$ cat src/rtl/vga_rx.sv
// vga_rx: VGA pin receiver; recovers h/v position from hsync/vsync, locks after one good frame, emits active pixels.
// Latency: 3 clocks from pins to pix_* (two synchroniser flops plus the output register).
// Backpressure: none; one pixel per clock, the stream cannot be stalled.
// Ports: CLK, RST (async active-high); h_sync_in/v_sync_in/rgb_in pins;
//        pix_valid/pix_x/pix_y/pix_rgb/frame_start pixel stream; locked/err_cnt/line_len status.
module vga_rx #(
    parameter int unsigned H_TOTAL  = 800,
    parameter int unsigned H_SYNC   = 96,
    parameter int unsigned H_BACK   = 48,
    parameter int unsigned H_ACTIVE = 640,
    parameter int unsigned V_TOTAL  = 525,
    parameter int unsigned V_SYNC   = 2,
    parameter int unsigned V_BACK   = 33,
    parameter int unsigned V_ACTIVE = 480,
    parameter bit          SYNC_POL = 1'b0
) (
    input  logic        CLK,
    input  logic        RST,
    input  logic        h_sync_in,
    input  logic        v_sync_in,
    input  logic [2:0]  rgb_in,
    output logic        pix_valid,
    output logic [9:0]  pix_x,
    output logic [9:0]  pix_y,
    output logic [2:0]  pix_rgb,
    output logic        frame_start,
    output logic        locked,
    output logic [7:0]  err_cnt,
    output logic [10:0] line_len
);

    localparam logic [10:0] H_TOT = 11'(H_TOTAL);
    localparam logic [10:0] H_A0  = 11'(H_SYNC + H_BACK);
    localparam logic [10:0] H_A1  = 11'(H_SYNC + H_BACK + H_ACTIVE);
    localparam logic [10:0] V_TOT = 11'(V_TOTAL);
    localparam logic [9:0]  V_A0  = 10'(V_SYNC + V_BACK);
    localparam logic [9:0]  V_A1  = 10'(V_SYNC + V_BACK + V_ACTIVE);

    typedef enum logic [1:0] {SEARCH, VERIFY, LOCKED} state_t;

    state_t      state, state_nxt;
    logic [1:0]  hs_sync, vs_sync;
    logic        hs_prev, vs_prev;
    logic [2:0]  rgb_s1, rgb_s2;
    logic [10:0] h_cnt, h_inc, h_idx, h_off;
    logic [9:0]  v_cnt, v_inc, v_idx, v_off;
    logic        line_seen;
    logic        h_edge, v_edge, line_chk, line_bad, frame_bad, mismatch, drop, pix_act;

    // Two-flop synchronisers, plus one extra stage on the syncs for edge detection.
    always_ff @(posedge CLK or posedge RST) begin
        if (RST) begin
            hs_sync <= {2{~SYNC_POL}};
            vs_sync <= {2{~SYNC_POL}};
            hs_prev <= ~SYNC_POL;
            vs_prev <= ~SYNC_POL;
            rgb_s1  <= '0;
            rgb_s2  <= '0;
        end else begin
            hs_sync <= {hs_sync[0], h_sync_in};
            vs_sync <= {vs_sync[0], v_sync_in};
            hs_prev <= hs_sync[1];
            vs_prev <= vs_sync[1];
            rgb_s1  <= rgb_in;
            rgb_s2  <= rgb_s1;
        end
    end

    // h_cnt/v_cnt hold the position of the previous sample; h_idx/v_idx are the
    // position of the sample currently leaving the synchroniser.
    always_comb begin
        h_edge    = (hs_sync[1] == SYNC_POL) && (hs_prev != SYNC_POL);
        v_edge    = (vs_sync[1] == SYNC_POL) && (vs_prev != SYNC_POL);
        h_inc     = (h_cnt == 11'h7FF) ? h_cnt : h_cnt + 11'd1;
        v_inc     = (v_cnt == 10'h3FF) ? v_cnt : v_cnt + 10'd1;
        h_idx     = h_edge ? 11'd0 : h_inc;
        v_idx     = v_edge ? 10'd0 : (h_edge ? v_inc : v_cnt);
        h_off     = h_idx - H_A0;
        v_off     = v_idx - V_A0;
        // h_inc doubles as the saturated length of the line that just ended.
        line_chk  = h_edge && line_seen;
        line_bad  = line_chk && (h_inc != H_TOT);
        frame_bad = v_edge && (({1'b0, v_cnt} + 11'd1) != V_TOT);
        mismatch  = line_bad || frame_bad;
    end

    always_comb begin
        state_nxt = state;
        drop      = 1'b0;
        case (state)
            SEARCH: if (v_edge) state_nxt = VERIFY;
            VERIFY: begin
                if (mismatch) begin
                    state_nxt = SEARCH;
                    drop      = 1'b1;
                end else if (v_edge) begin
                    state_nxt = LOCKED;
                end
            end
            LOCKED: begin
                if (mismatch) begin
                    state_nxt = SEARCH;
                    drop      = 1'b1;
                end
            end
            default: state_nxt = SEARCH;
        endcase
    end

    // A mismatching edge never produces a pixel even though the state is still LOCKED.
    always_comb begin
        pix_act = (state == LOCKED) && !mismatch
               && (h_idx >= H_A0) && (h_idx < H_A1)
               && (v_idx >= V_A0) && (v_idx < V_A1);
    end

    always_ff @(posedge CLK or posedge RST) begin
        if (RST) begin
            state       <= SEARCH;
            h_cnt       <= '0;
            v_cnt       <= '0;
            line_seen   <= 1'b0;
            line_len    <= '0;
            err_cnt     <= '0;
            pix_valid   <= 1'b0;
            pix_x       <= '0;
            pix_y       <= '0;
            pix_rgb     <= '0;
            frame_start <= 1'b0;
        end else begin
            state     <= state_nxt;
            h_cnt     <= h_idx;
            v_cnt     <= v_idx;
            line_seen <= line_seen || h_edge;
            if (line_chk) line_len <= h_inc;
            if (drop && (err_cnt != 8'hFF)) err_cnt <= err_cnt + 8'd1;
            pix_valid   <= pix_act;
            frame_start <= pix_act && (h_idx == H_A0) && (v_idx == V_A0);
            if (pix_act) begin
                pix_x   <= h_off[9:0];
                pix_y   <= v_off;
                pix_rgb <= rgb_s2;
            end
        end
    end

    assign locked = (state == LOCKED);

endmodule
$ cat config.mk
export PLATFORM = sky130hd
export DESIGN_NAME = vga_rx
export DESIGN_NICKNAME = d
export VERILOG_FILES = /design/src/rtl/vga_rx.sv
export SDC_FILE = /design/constraint.sdc
export NUM_CORES = 1
export LEC_CHECK = 0
export BUFFER_PORTS_ARGS = -buffer_cell sky130_fd_sc_hd__buf_2
export CAP_MARGIN = 15
export CELL_PAD_IN_SITES_DETAIL_PLACEMENT = 0
export CELL_PAD_IN_SITES_GLOBAL_PLACEMENT = 1
export CORE_MARGIN = 2
export CORE_UTILIZATION = 30
export DETAILED_ROUTE_END_ITERATION = 6
export GPL_ROUTABILITY_DRIVEN = 0
export PLACE_DENSITY_LB_ADDON = 0.3
export SLEW_MARGIN = 0
export SYNTH_ARGS = -nofsm -noshare
export SYNTH_HDL_FRONTEND = slang
export SYNTH_SLANG_ARGS = --single-unit
$ cat constraint.sdc
create_clock -name CLK -period 4.8 [get_ports CLK]
set_input_delay 0.96 -clock CLK [delete_from_list [all_inputs] [get_ports CLK]]
set_output_delay 0.96 -clock CLK [all_outputs]
set_load 0.02 [all_outputs]
==> metrics <==
outcome finished, final reports clean; Max Transition Viols Final 0; Post-Syn Area per Cell 10.6 µm²; post-route ant nets 0; post-synth top area share 0.440; stages on the worst setup path 12; detailed-route via count 3167; Fin. Hold Viols 0; post-synth net total 413; first-pass GRT wire length 16.4 mm; fraction of synthesized area in multiplexers 0.0881; Slew headroom 0.358; CP required 5.03 ns; Hold Crit Class flip-flop to flip-flop; RSZ-0062 raised after global routing no; largest net degree at the start of global routing 43; Synth Area in Compound Gates 0.140; VDD IR max 0.000222 V; die area 15000 µm²; maximum clock insertion buffer count 2; top_reg_cell synth dfrtp_1; crit-path cells ha_1 -> and4_1 -> a31oi_1 -> nor2_1 -> a21oi_1 -> nor2_1 -> ha_1 -> o41ai_2 -> a31oi_2 -> o2111ai_4 -> buf_16 -> mux2_2; chip height 122 µm; sequential power share 0.450; CP arrival 4.07 ns; Top Ports 52; vias in the first global route 3029; global routing usage on met1 0.206; Post-synth top cells 74 x dfrtp_1, 30 x nand2_1, 28 x nor2_1, 18 x inv_1, 18 x xnor2_1; Antenna diodes 0; TritonCTS clock tree done; NumNets Final 458; flops & latches, synth 80; Ys Warns 0; crit end category flip-flop; clock share of power 0.361; Distinct cells, synth 64; # hold bufs at CTS 0; Overflow after GRT 0; Synth Area in Simple Gates 0.176; Worst-Margin Slew 0.961 ns; cell family with most CP delay compound AO/OA/AOI/OAI gates; slowest cell on the critical path o41ai_2; core footprint 13800 µm²; area grow syn2layout 16.9%; P_sw 567 µW; clock slew at reported path FFs 0.06 ns; root buf cell clkbuf_16; final WL 10.0 mm; Worst R2R Start v_cnt[0]$_DFF_PP0_; gate count of the mapped netlist 396; TNS Setup 0 ns; fraction of layout cells with a size suffix above 1 0.256; drt drc 0; Worst-Skew Late Latency 0.35 ns; CTS Buf Count 9; EDFF count, synth 0; final setup fails 0; fin crit period 3.84 ns; Leak 0.00233 µW; htree depth 3; post-synth top area cell dfrtp_1; Final HPWL DP 6.99 mm; MaxCap Viol Count 0; width of the chip 122 µm; initial antenna violation count 0; CP Launch Type flip-flop; R2R Setup Slk 0.96 ns; Post-Route Skew 0.00798 ns; met2 usage 0.202; Peak Freq 0.260 GHz; Worst Path Buf+Inv 1; Seq/Total Area, Yosys 0.478; CTS Sinks 80; part of the cycle the worst path needs 0.800; first drt pass iteration count 4; M3 GR Usage 0.0446; top cells by area, synth dfrtp_1 44%, mux2_4 5.7%, dfstp_2 3.8%; Combinational Power Share 0.188; Syn Std Cell Area 4200 µm²; cells on worst reg2reg path 12; crit path max fanout 17; port bufs 51; global route hottest layer met1; vias per cell 5.06; crit path kind flip-flop to flip-flop; Synth async-reset ratio 1.00; hold endpoint rgb_s2[0]$_DFF_PP0_; R2R Path End pix_y[9]$_DFFE_PP0P_; Routed WL per cell 16.0 µm; area share of fa/ha/maj cells after synthesis 0.0298; Sw Ratio 0.315; starting density of the core 0.305; PwrDens 367 nW/µm²; setup bufs post-CTS 0; XOR/XNOR Fraction of Synth Area 0.0438; largest family of logic cells by synthesized area simple AND/OR/NAND/NOR gates; GRT Total Usage 0.144; most frequent cell after synthesis dfrtp_1; hold path cells 0; Int Power 1240 µW; DR iter-0 viols 166; # rows 43; # resized after CTS 0; Worst path max stage delay 0.56 ns; hold_sp rgb_s1[0]$_DFF_PP0_; Tot Pwr 1800 µW
[power by group through the flow]
| stage | Clock (µW) | Combinational (µW) | Sequential (µW) |
|---|---|---|---|
| finish | 651 | 339 | 812 |
| floorplan | 0 | 226 | 838 |
| detailed placement | 0 | 343 | 822 |
| global placement | 0 | 340 | 820 |
| CTS | 673 | 344 | 811 |
| global route | 704 | 382 | 826 |
[layout by cell type (no fill, tap or decap), types with 3 or more instances in the layout]
cell type  instances
xnor2_1           18
and2_1             4
nand4_1           11
a31oi_1            5
a21oi_1           15
nand2b_1           6
inv_1             17
dfrtp_1           74
a211oi_1           6
a21boi_0           3
nand3b_1           3
nand2_1           30
nor2_1            28
clkbuf_16          9
nor4_1             4
nor3_1            11
xor2_1             3
dfstp_2            6
o2111ai_1          3
clkinv_2           3
nand3_1           11
mux2i_1            4
and4_1             4
and3_1             7
o21ai_0           17
a41oi_1            5
nor2b_1            3
o211ai_1           4
buf_2             51
ha_1              10
mux2_2             8
mux2_4            16
buf_4              5
[sequential cells by signal, indices dropped and copies added (netlist names), 3 cells and up]
register / flops
pix_rgb: 3
h_cnt: 11
pix_x: 10
v_cnt: 10
err_cnt: 8
pix_y: 10
line_len: 11
rgb_s1: 3
rgb_s2: 3
[layer usage]
metal	vias up	share of wire	wire length [µm]
met5	-	0	0
met4	0	0.016	160
met3	12	0.063	626
met2	94	0.43	4310
met1	1535	0.49	4920
li1	1526	-	-
[worst register-to-register path, delay by kind of cell, from the launching register on]
kind            cells  cell delay (ns)
buf+inv             1             0.25
flops               1             0.46
fa+ha+maj           2             0.66
compound gates      5             1.60
simple gates        3             0.42
mux                 1             0.35
[layout make-up]
cell class	instances	area (µm²)
multi-input cells	275	2010
flip-flops and latches	80	2010
clock inverters	6	43.8
repair buffers	57	320
fillers	1427	8860
inverters	18	68.8
clock buffers	10	239
well taps	180	225
[metrics by stage]
| step | hold WS [ns] | util | instance area (µm²) | worst slack [ns] | instances |
|---|---|---|---|---|---|
| CTS | 0.350 | 0.355 | 4890 | 0.900 | 625 |
| global placement | 0.333 | 0.334 | 4600 | 1.03 | 609 |
| floorplan | 0.331 | - | 4200 | 1.55 | 396 |
| finish | 0.348 | 0.357 | 4910 | 0.961 | 626 |
| detailed placement | 0.335 | 0.334 | 4600 | 0.934 | 609 |
| global route | 0.358 | 0.357 | 4910 | 0.728 | 626 |
[cell families after synthesis]
logic type | Yosys count
buf+inv | 41
compound gates | 81
xor+xnor | 21
simple gates | 135
mux | 28
fa+ha+maj | 10
flops | 80
[worst max path at each step]
stage                       start                    to
2_1_floorplan  v_cnt[1]$_DFF_PP0_  pix_x[0]$_DFFE_PP0P_
3_3_place_gp   v_cnt[0]$_DFF_PP0_  pix_x[8]$_DFFE_PP0P_
3_5_place_dp   v_cnt[0]$_DFF_PP0_  pix_x[8]$_DFFE_PP0P_
4_1_cts        h_cnt[0]$_DFF_PP0_  pix_y[9]$_DFFE_PP0P_
5_1_grt        v_cnt[0]$_DFF_PP0_  pix_y[9]$_DFFE_PP0P_
6_report       v_cnt[0]$_DFF_PP0_  pix_y[9]$_DFFE_PP0P_
No activity file was read; power rests on OpenSTA's default activity.
